<file path="src/rtl/freq_meter.sv">
// Zero-crossing frequency meter: hysteretic comparator, NPER-period sample
// counter and a restoring divider that turns the window length into an NCO word.

module freq_meter_div #(
    parameter int NPER = 16
) (
    input  logic        clk,
    input  logic        rst_n,
    input  logic        start,
    input  logic        abort,
    input  logic [31:0] dvsr_in,
    output logic        busy,
    output logic        done,
    output logic [27:0] q
);
    logic [31:0] rem;
    logic [31:0] dvsr;
    logic [32:0] rem2;
    logic [31:0] rem_sub;
    logic [27:0] qr;
    logic [4:0]  cnt;
    logic        sat;
    logic        ge;

    // Dividend is NPER * 2**28: the high part NPER seeds the remainder and the
    // 28 low zero bits are shifted in, one quotient bit per cycle.
    assign rem2    = {rem, 1'b0};
    assign ge      = rem2 >= {1'b0, dvsr};
    assign rem_sub = rem2[31:0] - dvsr;
    assign done    = busy && (cnt == 5'd29);
    assign q       = sat ? 28'hFFF_FFFF : qr;

    always_ff @(posedge clk or negedge rst_n) begin
        if (!rst_n) begin
            busy <= 1'b0;
            cnt  <= '0;
            rem  <= '0;
            dvsr <= '0;
            qr   <= '0;
            sat  <= 1'b0;
        end else if (abort) begin
            busy <= 1'b0;
        end else if (start) begin
            busy <= 1'b1;
            cnt  <= '0;
            rem  <= 32'(NPER);
            dvsr <= dvsr_in;
            qr   <= '0;
            // quotient reaches 2**28 exactly when T <= NPER
            sat  <= dvsr_in <= 32'(NPER);
        end else if (busy) begin
            if (cnt < 5'd28) begin
                rem <= ge ? rem_sub : rem2[31:0];
                qr  <= {qr[26:0], ge};
            end
            cnt <= cnt + 5'd1;
            if (done)
                busy <= 1'b0;
        end
    end
endmodule

module freq_meter #(
    parameter int NPER    = 16,
    parameter int HYST    = 1024,
    parameter int PER_MAX = 2**20
) (
    input  logic               clk,
    input  logic               rst_n,
    input  logic signed [15:0] in,
    input  logic               in_valid,
    output logic [27:0]        freq,
    output logic               freq_valid,
    output logic               no_sig
);
    localparam int LN = $clog2(NPER);
    localparam int CW = $clog2(PER_MAX + 1);
    localparam logic signed [15:0] HPOS = 16'(HYST);
    localparam logic signed [15:0] HNEG = 16'(-HYST);

    typedef enum logic {IDLE, MEAS} state_t;

    state_t      st;
    logic        lvl;
    logic [31:0] pcnt;
    logic [CW-1:0] ccnt;
    logic [LN-1:0] k;

    logic        pos, neg, rise, tmo, close;
    logic        dv_busy, dv_done;
    logic [27:0] dv_q;

    assign pos   = in_valid && (in >= HPOS);
    assign neg   = in_valid && (in <= HNEG);
    assign rise  = pos && !lvl;
    // a crossing on the same sample pre-empts the timeout
    assign tmo   = in_valid && (st == MEAS) && !rise && (ccnt == CW'(PER_MAX));
    assign close = (st == MEAS) && rise && (k == LN'(NPER - 1));

    freq_meter_div #(.NPER(NPER)) u_div (
        .clk     (clk),
        .rst_n   (rst_n),
        .start   (close),
        .abort   (tmo),
        .dvsr_in (pcnt),
        .busy    (dv_busy),
        .done    (dv_done),
        .q       (dv_q)
    );

    always_ff @(posedge clk or negedge rst_n) begin
        if (!rst_n) begin
            st         <= IDLE;
            lvl        <= 1'b0;
            pcnt       <= '0;
            ccnt       <= '0;
            k          <= '0;
            freq       <= '0;
            freq_valid <= 1'b0;
            no_sig     <= 1'b1;
        end else begin
            freq_valid <= 1'b0;
            if (pos)
                lvl <= 1'b1;
            else if (neg)
                lvl <= 1'b0;

            case (st)
                IDLE: begin
                    if (rise) begin
                        pcnt <= 32'd1;
                        ccnt <= CW'(1);
                        k    <= '0;
                        st   <= MEAS;
                    end
                end
                MEAS: begin
                    if (tmo) begin
                        st         <= IDLE;
                        pcnt       <= '0;
                        ccnt       <= '0;
                        k          <= '0;
                        freq       <= '0;
                        freq_valid <= 1'b1;
                        no_sig     <= 1'b1;
                    end else if (rise) begin
                        ccnt <= CW'(1);
                        if (close) begin
                            pcnt <= 32'd1;
                            k    <= '0;
                        end else begin
                            pcnt <= pcnt + 32'd1;
                            k    <= k + LN'(1);
                        end
                    end else if (in_valid) begin
                        pcnt <= pcnt + 32'd1;
                        ccnt <= ccnt + CW'(1);
                    end
                end
                default: st <= IDLE;
            endcase

            if (dv_done && !tmo) begin
                freq       <= dv_q;
                freq_valid <= 1'b1;
                no_sig     <= 1'b0;
            end
        end
    end

    // window length guarantees the divider has finished before the next close
    a_no_overrun: assert property (@(posedge clk) disable iff (!rst_n) !(close && dv_busy));
endmodule

</file>
<file path="config.mk">
export PLATFORM = sky130hd
export DESIGN_NAME = freq_meter
export DESIGN_NICKNAME = d
export VERILOG_FILES = /design/src/rtl/freq_meter.sv
export SDC_FILE = /design/constraint.sdc
export NUM_CORES = 1
export LEC_CHECK = 0
export CORE_ASPECT_RATIO = 1.25
export CORE_MARGIN = 2
export CORE_UTILIZATION = 60
export CTS_BUF_LIST = sky130_fd_sc_hd__clkbuf_4 sky130_fd_sc_hd__clkbuf_8
export DETAILED_ROUTE_END_ITERATION = 16
export PLACE_DENSITY = 0.77
export SETUP_SLACK_MARGIN = 0.05
export SLEW_MARGIN = 20
export SYNTH_ARGS = -nofsm -noshare
export SYNTH_HDL_FRONTEND = slang
export SYNTH_SLANG_ARGS = --single-unit
</file>
<file path="constraint.sdc">
create_clock -name clk -period 3.5 [get_ports clk]
set_input_delay 0.7 -clock clk [delete_from_list [all_inputs] [get_ports clk]]
set_output_delay 0.7 -clock clk [all_outputs]
set_load 0.05 [all_outputs]
</file>
-- Word-level counts from Yosys, hierarchy flattened
Index checks and enable logic that the tools add are counted.
W data, S select, Z words.
- reductions and logical operators: 24
- mux-type cells: 44
- eq/ne operators: 6
- bitwise logic cells: 2
- $add $sub $neg: 5
- order comparisons: 5
- operator list (operator ; count):
    $mux W32 ; 9
    $mux W28 ; 7
    $mux W21 ; 4
    $pmux W32 S2 ; 1
    $pmux W21 S2 ; 1
    $ge A33 B32 Y1 ; 1
    $add A32 B1 Y32 const B ; 1
    $le A32 B5 Y1 const B ; 1
    $sub A32 B32 Y32 ; 1
    $add A21 B1 Y21 const B ; 1
    $eq A21 B21 Y1 const B ; 1
    $ge A16 B12 Y1 const B ; 1
    $le A16 B11 Y1 const B ; 1
    $mux W4 ; 4
    $mux W1 ; 14
    $logic_and A1 B1 Y1 ; 10
    $mux W5 ; 2
    $reduce_and A2 Y1 ; 5
    $reduce_bool A2 Y1 ; 5
    $pmux W4 S2 ; 1
    $add A5 B1 Y5 const B ; 1
    $eq A5 B5 Y1 const B ; 1
    $lt A5 B5 Y1 const B ; 1
    $add A4 B1 Y4 const B ; 1
    other kinds (8) ; 11
- logic and storage cells: 100
- bits of input ports: 19
- output and inout port bits: 30
- bits in registers: 188

-- Logic depth before layout (Yosys ltp)
Gate-level depths: netlist of the first run.
- word-level depth: 10
- gate-level depth with buffers: 13
- mapped depth without buffers: 11

-- By module
From an unflattened synthesis of the first run, not the netlist that was laid out.
- cell total of the unflattened synthesis: 1105
- area total of the unflattened synthesis: 10478.8 um^2
- modules (own cells, without submodules) (module ; sequential area each (um^2) ; area an instance (um^2) ; cells an instance ; instances):
    freq_meter_div ; 2477.4 ; 5906.9 ; 644 ; 1
    freq_meter ; 2228.4 ; 4571.9 ; 461 ; 1

-- Worst setup path after synthesis of the first run
OpenSTA, ideal clock, no wires.
- path kind: register -> register
- from: reg u_div.rem[11]
- to: reg u_div.rem[31]
- stages on the path, launching flop included: 12
- data arrival time: 2435 ps
- buffers on the path: 1
- setup slack: 961 ps
- library setup time: 104 ps
- required time: 3396 ps
- clock period less this slack: 2539 ps
- cells stage by stage: dfrtp_1 ha_1 buf_6 a211oi_2 nor2_1 or3b_1 a21oi_2 a211oi_1 a211o_1 a41oi_2 xor2_1 o311ai_1
- cells in the longest elaborated chain, start to end: 5
- ends and longest elaborated chain (element ; RTL line ; RTL):
    start: declaration ; 16 ; logic [31:0] rem;
    start signal: assignment ; 46 ; rem <= 32'(NPER);
    start signal: assignment ; 53 ; rem <= ge ? rem_sub : rem2[31:0];
    $sub A32 B32 Y32 or $ge A33 B32 Y1 (tied branches) ; 29, 28 ;
    $mux W32 (*) ; 53 ;
    $mux W32 (*) ; 52 ; if (cnt < 5'd28) begin
    $mux W32 (*) ; 51 ; end else if (busy) begin
    $mux W32 (*) ; 43 ; end else if (start) begin
Every way passes the cells marked *; elsewhere a longest branch is shown, timed or not. The select of a mux whose other input is x is not followed.
A chain may end at the register's enable or synchronous reset.

-- Final worst setup path of the first run
- from: reg u_div.dvsr[0]
- to: reg u_div.rem[28]
- cells in the longest elaborated chain, start to end: 5
- ends and longest elaborated chain (element ; RTL line ; RTL):
    start: declaration ; 17 ; logic [31:0] dvsr;
    start signal: assignment ; 47 ; dvsr <= dvsr_in;
    $sub A32 B32 Y32 or $ge A33 B32 Y1 (tied branches) ; 29, 28 ;
    $mux W32 (*) ; 53 ;
    $mux W32 (*) ; 52 ;
    $mux W32 (*) ; 51 ;
    $mux W32 (*) ; 43 ;
Marks and branches as above.

==> results.ini, run 1 <==
[setup_path]
crit_buf_inv = 0
cp_top_family = compound AO/OA/AOI/OAI gates
slowest_delay_ns = 0.59
cp_slowest_cell = o31ai_1
critical_path.cell_chain = fa_1 -> nand2b_1 -> a21oi_1 -> o41a_1 -> nor3_2 -> o31ai_1 -> a211oi_1 -> xnor2_1 -> mux2i_1 -> o21ai_1
cp_max_fo = 3
worst_ep_arrival_time_ns = 3.34
crit_required_ns = 3.85
crit_type = reg -> reg
endpoint_kind = register
start_kind = register

[timing]
relSlewSlack_pct = 33.59
maxSlewViolCount = 0
skew_ns = 0.01336
setup_viol = 0
tightest_slew_ns = 0.9962
rsz0062_at_grt = false
tns_ns = 0
period_share_pct = 85.36
timing.final.ws_setup_ns = 0.5123
layout_min_cycle_time_ns = 2.988
fmax_ghz = 0.3347
finalHoldViolations = 0

[die]
coreArea_um2 = 16710
dieArea_um2 = 18010
start_util_pct = 60.86
die_y_um = 149.6
num_rows = 53
die_x_um = 120.4
io_pins = 49

[run]
drv_cap = 0

[synthesis]
synth_fa_ha_area_share_pct = 4.995
ys_warn_count = 0
synth_compound_area_share_pct = 17.84
synth_cells = 1110
avgSynthCellArea_um2 = 9.162
synth-xor-area-share_pct = 5.167
async_reset_ff_share_pct = 100.0
synth_edf_count = 0
ys.flop_type = dfrtp_1
ys_seq_area_share_pct = 46.27
synth_seq_cells = 188
muxShareOfSynthArea_pct = 2.867
synth.cell_area_um2 = 10170
yosysUniqueCellTypes = 69
syn_nets = 1169
synth_top_family_by_area = simple AND/OR/NAND/NOR gates
yosys.area_share.simple_pct = 18.26

[clocking]
clk_pin_slew_ns = 0.11
hold_buffers = 0
cts.htree.levels = 4
numClockSinks = 188
cts_resized = 0
cts_made_buffers = 17
cts-root-buf = clkbuf_8
cts_tree = built
cts_buffer_depth = 2
clkLatencyLatePin_ns = 0.47
cts_setup_buffers = 0

[routing]
first_iter_violations = 491
viasPerCell = 5.884
finalWirelength_um = 21540
drc_errors = 0
ant_nets = 0
vias = 8067
drt_pre_antenna_iters = 7
wl_per_cell_um = 15.71

[grt]
grt_pass1_wl_um = 37120
grtUsageTotal_pct = 25.37
grt-ovfl-total = 0
grt_pass1_vias = 7880
grt_max_degree = 95
antenna_found_initial = 0

[layout]
nets = 1197
finalInstanceArea_um2 = 11240
area_growth_pct = 10.51
drive_above_1_share_pct = 6.690
n_antenna_cell = 0
nFillCells = 1344

[power]
power_density_nw_per_um2 = 383.3
total_power_mw = 4.308
p_leak_nw = 5.103
vdd_ir_drop_max_v = 0.0002446

[placed_design]
gp_congestion = 0.8953
pre_cts_slack_ns = 0.3603
place_area_um2 = 10870
port_buffers = 48
place_hpwl_um = 15280

[run_status]
outcome = finished clean

[worst_hold_path]
hold_class = in -> async

state kept, by name, indices dropped and copies added, names as in the netlist:
name / count
pcnt: 32
u_div.qr: 28
no_sig: 1
u_div.dvsr: 32
st: 1
ccnt: 21
u_div.busy: 1
u_div.cnt: 5
u_div.rem: 32
k: 4
lvl: 1
u_div.sat: 1
freq_valid: 1
freq: 28
path summary, 6_finish.rpt:
check,start,endpoint,slack [ns],depth (start not counted)
min,rst_n,freq[11]$_DFFE_PN0P_,0.29,1
min reg2reg,no_sig$_DFFE_PN1P_,no_sig$_DFFE_PN1P_,0.48,2
max in group asynchronous,rst_n,ccnt[20]$_DFFE_PN0P_,2.48,2
max reg2reg,u_div.dvsr[0]$_DFFE_PN0P_,u_div.rem[28]$_DFFE_PN0P_,0.51,10
max,u_div.dvsr[0]$_DFFE_PN0P_,u_div.rem[28]$_DFFE_PN0P_,0.51,10
min in group clk,no_sig$_DFFE_PN1P_,no_sig$_DFFE_PN1P_,0.48,2
power breakdown:
group          internal (mW)  total [mW]  switching [mW]
Combinational          0.215       0.561           0.346
Sequential              2.29        2.41           0.119
Clock                  0.512        1.34           0.828
cell families after synthesis:
family | Yosys count
and+or+nand+nor | 396
xor gates and xnor gates | 60
buffers and inverters | 107
muxes | 29
adders and majority gates | 40
AOI/OAI and AO/OA | 290
DFF | 188
cell usage in the layout (no fill, tap or decap), drive strengths merged, types with 11 or more instances in the layout:
cell type | netlist | layout
a21o | 16 | 16
a21oi | 42 | 42
a22o | 30 | 30
and3 | 23 | 23
buf | 28 | 22
clkbuf | 33 | 18
clkdlybuf4s50 | 0 | 47
dfrtp | 187 | 187
ha | 39 | 39
inv | 46 | 52
mux2i | 28 | 28
nand2 | 133 | 133
nand3 | 64 | 64
nand4 | 20 | 20
nor2 | 92 | 92
nor2b | 11 | 11
nor3 | 12 | 12
nor4 | 12 | 12
o21ai | 156 | 156
xnor2 | 27 | 27
xor2 | 33 | 33
worst reg2reg max path: stages, from the launching register on:
cell and delay, ns:
dfrtp_1 0.42, fa_1 0.47, nand2b_1 0.18, a21oi_1 0.24
o41a_1 0.29, nor3_2 0.10, o31ai_1 0.59, a211oi_1 0.21
xnor2_1 0.16, mux2i_1 0.13, o21ai_1 0.07
Yosys cell counts, types with 23 or more instances:
| cell | n | share of area (%) |
|---|---|---|
| a22o_1 | 30 | 2.6 |
| inv_1 | 45 | 1.7 |
| xor2_1 | 33 | 2.8 |
| and3_1 | 23 | 1.4 |
| nor2_1 | 91 | 3.4 |
| mux2i_1 | 28 | 2.8 |
| ha_1 | 39 | 4.8 |
| nand3_1 | 63 | 3.1 |
| o21ai_1 | 44 | 2.2 |
| nand2_1 | 133 | 4.9 |
| xnor2_1 | 27 | 2.3 |
| dfrtp_1 | 187 | 46 |
| clkbuf_1 | 32 | 1.2 |
| o21ai_0 | 109 | 5.4 |
| a21oi_1 | 39 | 1.9 |
stage by stage:
step / utilization, % / std cells / hold slack, ns
floorplan: - / 1110 / 0.4044
global placement: 65.07 / 1339 / 0.4634
detailed placement: 65.07 / 1339 / 0.4646
CTS: 67.25 / 1371 / 0.3106
global route: 67.25 / 1371 / 0.3393
finish: 67.25 / 1371 / 0.2919
per-layer routing:
layer | GRT usage, % | up-vias | share of wire [%]
met3 | 3.735 | 30 | 3.4
li1 | - | 3959 | -
met4 | 8.314 | 0 | 1.4
met2 | 43.50 | 165 | 49
met1 | 33.15 | 3913 | 46
met5 | 0 | - | 0
area by class of cell:
type | count | area [um2] | area share [%]
timing repair buffer | 70 | 711.9 | 6.335
tap | 220 | 275.3 | 2.449
clock buffer | 17 | 234.0 | 2.082
inverter | 46 | 172.7 | 1.536
clock inverter | 15 | 130.1 | 1.158
multi-input combinational | 815 | 5009 | 44.57
sequential | 188 | 4706 | 41.87
Power figures use the tool's default switching activity.
==> inputs of run 2 (changes only) <==
- CORE_UTILIZATION: 60 -> 40
- PLACE_DENSITY: 0.77 -> 0.55
==> results.ini, run 2 (synthesis gave the netlist of run 1 again) <==
[layout]
nets = 1193
n_antenna_cell = 0
mostFrequentLayoutCells = 187 x dfrtp_1, 133 x nand2_1, 109 x o21ai_0
area_growth_pct = 11.72
drive_above_1_share_pct = 6.370
biggestRegsByFlops = pcnt x32, u_div.dvsr x32, u_div.rem x32
final_common_cell = dfrtp_1

[routing]
drt_pre_antenna_iters = 4
first_iter_violations = 397
ant_nets = 0
wl_per_cell_um = 15.35
viasPerCell = 5.257
vias = 7785
finalWirelength_um = 22740
drc_errors = 0

[setup_path]
cp_slowest_cell = dfrtp_1
r2r_setup_slack_ns = 0.58
worst_ep_arrival_time_ns = 3.27
cp_top_family = simple AND/OR/NAND/NOR gates
critical_path.cell_chain = ha_1 -> and2_1 -> and3_1 -> nand2_1 -> nor4_1 -> a21oi_1 -> o21ai_4 -> buf_4 -> mux2i_1 -> o21ai_1
start_kind = register
cp_max_fo = 20
critical_path_depth = 10
crit_type = reg -> reg
crit_buf_inv = 1
slowest_delay_ns = 0.42
endpoint_kind = register
r2r_cells = 10
crit_required_ns = 3.85

[clocking]
numClockSinks = 188
hold_buffers = 0
cts_tree = built
clkLatencyLatePin_ns = 0.49
cts-root-buf = clkbuf_8
clk_pin_slew_ns = 0.11
cts_made_buffers = 17
cts_setup_buffers = 0
cts_buffer_depth = 2
cts.htree.levels = 4
cts_resized = 0

[placed_design]
place_hpwl_um = 15820
pre_cts_slack_ns = 0.3139
port_buffers = 48
gp_congestion = 0.8172

[power]
p_leak_nw = 5.107
power_density_nw_per_um2 = 384.4
vdd_ir_drop_max_v = 0.0002281

[grt]
antenna_found_initial = 0
grtUsageTotal_pct = 18.12
grt_pass1_vias = 7919
grt-ovfl-total = 0
grt_pass1_wl_um = 39740
grt_max_degree = 70

[run]
drv_cap = 0

[die]
start_util_pct = 40.47
die_x_um = 146.6
num_rows = 65
coreArea_um2 = 25130
die_y_um = 182.3
dieArea_um2 = 26720
io_pins = 49

[timing]
timing.final.ws_setup_ns = 0.5792
period_share_pct = 83.45
skew_ns = 0.01965
tightest_slew_ns = 1.004
layout_min_cycle_time_ns = 2.921
finalHoldViolations = 0
fmax_ghz = 0.3424
relSlewSlack_pct = 33.09
tns_ns = 0
rsz0062_at_grt = false
maxSlewViolCount = 0
setup_viol = 0

[worst_hold_path]
hold_class = in -> async

[run_status]
outcome = finished clean

## run 2: cell count changes in the layout (fill, tap and decap cells not counted), sizes merged
cell,previous run,this run
buf,22,18
clkinvlp,5,0
clkinv,4,6
clkbuf,18,20
## run 2: per-stage QoR
step	cell area (um2)	utilization [%]	power (mW)	hold slack, ns	instances
floorplan	10170	-	2.791	0.4044	1110
global route	11360	45.21	4.622	0.1972	1481
detailed placement	10980	43.70	3.004	0.4737	1450
global placement	10980	43.70	2.990	0.4630	1450
finish	11360	45.21	4.367	0.1929	1481
CTS	11360	45.21	4.451	0.1842	1481
## run 2: final timing paths
path	endpoint	startpoint
max	u_div.rem[20]$_DFFE_PN0P_	u_div.rem[26]$_DFFE_PN0P_
min in group clk	no_sig$_DFFE_PN1P_	no_sig$_DFFE_PN1P_
min reg2reg	no_sig$_DFFE_PN1P_	no_sig$_DFFE_PN1P_
min	freq[20]$_DFFE_PN0P_	rst_n
max reg2reg	u_div.rem[20]$_DFFE_PN0P_	u_div.rem[26]$_DFFE_PN0P_
max in group asynchronous	u_div.dvsr[25]$_DFFE_PN0P_	rst_n
## run 2: final cells by class
class                      count  area (um2)
fill                        2440       13770
multi-input combinational    815        5015
sequential                   188        4706
timing repair buffer          66       669.4
tap                          335       419.2
clock buffer                  19       261.5
inverter                      46       172.7
clock inverter                12       118.9
## run 2: where the power goes
group	total, mW	switching [mW]	internal [mW]
Sequential	2.40	0.116	2.29
Combinational	0.549	0.346	0.203
Clock	1.41	0.857	0.558
## run 2: per-layer routing
layer  vias to the layer above  track usage, %  wire [um]
li1                       3951               -          -
met1                      3750           23.81      10770
met2                        66           31.00      11230
met3                        18           2.825        454
met4                         0           5.320        278
met5                         -               0          0
==> inputs of run 3 (changes only) <==
- PLACE_DENSITY: 0.55 -> 0.57
- clock period: 3.5 -> 2.55 ns (I/O delays scaled with it)
==> results.ini, run 3 (synthesis gave the netlist of run 1 again) <==
[die]
die_y_um = 182.3
start_util_pct = 40.47
io_pins = 49
num_rows = 65
die_x_um = 146.6
coreArea_um2 = 25130
dieArea_um2 = 26720

[routing]
met2WireLength_um = 12450
met1Wirelength_um = 11130
top_layer = met4
wl_per_cell_um = 15.15
viasPerCell = 5.177
drt_pre_antenna_iters = 4
first_iter_violations = 479
drc_errors = 0
ant_nets = 0
finalWirelength_um = 24610
met3_length_um = 632
vias = 8408

[timing]
skew_ns = 0.01746
layout_min_cycle_time_ns = 2.562
fmax_ghz = 0.3904
setup_viol = 5
tns_ns = -0.03481
maxSlewViolCount = 0
relSlewSlack_pct = 33.88
tightest_slew_ns = 0.9918
period_share_pct = 100.5
finalHoldViolations = 0
fin_hold_ws_ns = 0.4860
timing.final.ws_setup_ns = -0.01157
rsz0062_at_grt = true

[clocking]
clk_pin_slew_ns = 0.10
clkLatencyLatePin_ns = 0.49
cts.htree.levels = 4
cts-root-buf = clkbuf_8
cts_buffer_depth = 2
cts_tree = built
cts_made_buffers = 17
numClockSinks = 188

[setup_path]
endpoint_kind = register
critical_path.cell_chain = inv_2 -> ha_4 -> a21oi_1 -> o21ai_4 -> a31oi_1 -> buf_4 -> a21oi_4 -> o221ai_4 -> o21ai_4 -> buf_6 -> buf_12 -> mux2i_1 -> a21oi_1
crit_type = reg -> reg
worst_ep_arrival_time_ns = 2.93
start_kind = register
crit_start = u_div.dvsr[1]$_DFFE_PN0P_
slowest_delay_ns = 0.41
crit_required_ns = 2.91
rr_startpoint = u_div.dvsr[1]$_DFFE_PN0P_
cp_max_fo = 6
cp_slowest_cell = dfrtp_1

[power]
vdd_ir_drop_max_v = 0.0003212
power_density_nw_per_um2 = 483.6
p_leak_nw = 5.838

[worst_hold_path]
worstHoldStart = no_sig$_DFFE_PN1P_
hold_class = reg -> reg

[layout]
biggestRegsByFlops = pcnt x32, u_div.dvsr x32, u_div.rem x32
finish.utilization_pct = 52.22
drive_above_1_share_pct = 22.50
finalInstanceArea_um2 = 13120
final_common_cell = dfrtp_1
n_antenna_cell = 0
mostFrequentLayoutCells = 187 x dfrtp_1, 140 x buf_4, 132 x nand2_1
area_growth_pct = 29.05
nets = 1335
nFillCells = 2260

[grt]
grt_max_degree = 65
antenna_found_initial = 0
grt-ovfl-total = 0
grt_pass1_vias = 8508
grt_pass1_wl_um = 41690
grtUsageTotal_pct = 18.90

[placed_design]
port_buffers = 48
place_area_um2 = 12010
place_hpwl_um = 16980
gp_congestion = 0.8536

[run]
drv_cap = 0

[run_status]
violations = negative setup slack
outcome = finished, violations left

run 3: power by group:
part / total [mW] / switching [mW] / internal, mW
combinational: 1.03 / 0.546 / 0.479
sequential: 3.30 / 0.162 / 3.14
clock: 2.02 / 1.19 / 0.829
total: 6.35 / 1.90 / 4.45
run 3: layout make-up:
class	instances	area, um2	share of cell area, %
Tap cell	335	419.2	3.194
Clock buffer	18	241.5	1.840
Inverter	46	172.7	1.316
Timing Repair Buffer	208	1928	14.69
Sequential cell	188	4706	35.86
Multi-Input combinational cell	815	5499	41.90
Clock inverter	14	157.7	1.201
run 3: repair_timing:
action / in CTS / in global routing
endpoints found under the hold margin: 21 / 0
hold buffers: 1 / 0
setup buffers: 12 / 4
cloned: 2 / 1
setup endpoints to repair: 33 / 34
gates resized for setup: 58 / 40
pin swaps: 28 / 16
run 3: critical path, delay by kind of cell, from the launching register on:
kind	cells	cell delay, ns
DFF	1	0.41
buffers and inverters	4	0.54
AOI/OAI and AO/OA	7	1.02
muxes	1	0.21
adders and majority gates	1	0.26
run 3: through the flow:
step	setup WS [ns]	instances	total power, mW
6_report	-0.01157	1624	6.347
5_1_grt	-0.1617	1624	6.691
4_1_cts	-0.004843	1619	6.393
3_5_place_dp	-0.1518	1572	4.290
3_3_place_gp	-0.1355	1572	4.276
2_1_floorplan	0.05269	1110	3.831
run 3: path summary, 6_finish.rpt:
check                                                end  slack [ns]  cells past startpoint
min in group asynchronous        u_div.qr[8]$_DFFE_PN0P_        0.57                      2
worst min register to register        no_sig$_DFFE_PN1P_        0.49                      2
worst max-delay path            u_div.rem[4]$_DFFE_PN0P_       -0.01                     13
worst min-delay path                  no_sig$_DFFE_PN1P_        0.49                      2
worst max register to register  u_div.rem[4]$_DFFE_PN0P_       -0.01                     13
max in group asynchronous           pcnt[18]$_DFFE_PN0P_        1.34                      3
run 3: layer usage:
| metal | GRT usage [%] | vias to the layer above |
|---|---|---|
| met5 | 0 | - |
| met4 | 4.699 | 0 |
| met3 | 2.875 | 23 |
| met2 | 32.92 | 112 |
| met1 | 24.72 | 4052 |
| li1 | - | 4221 |
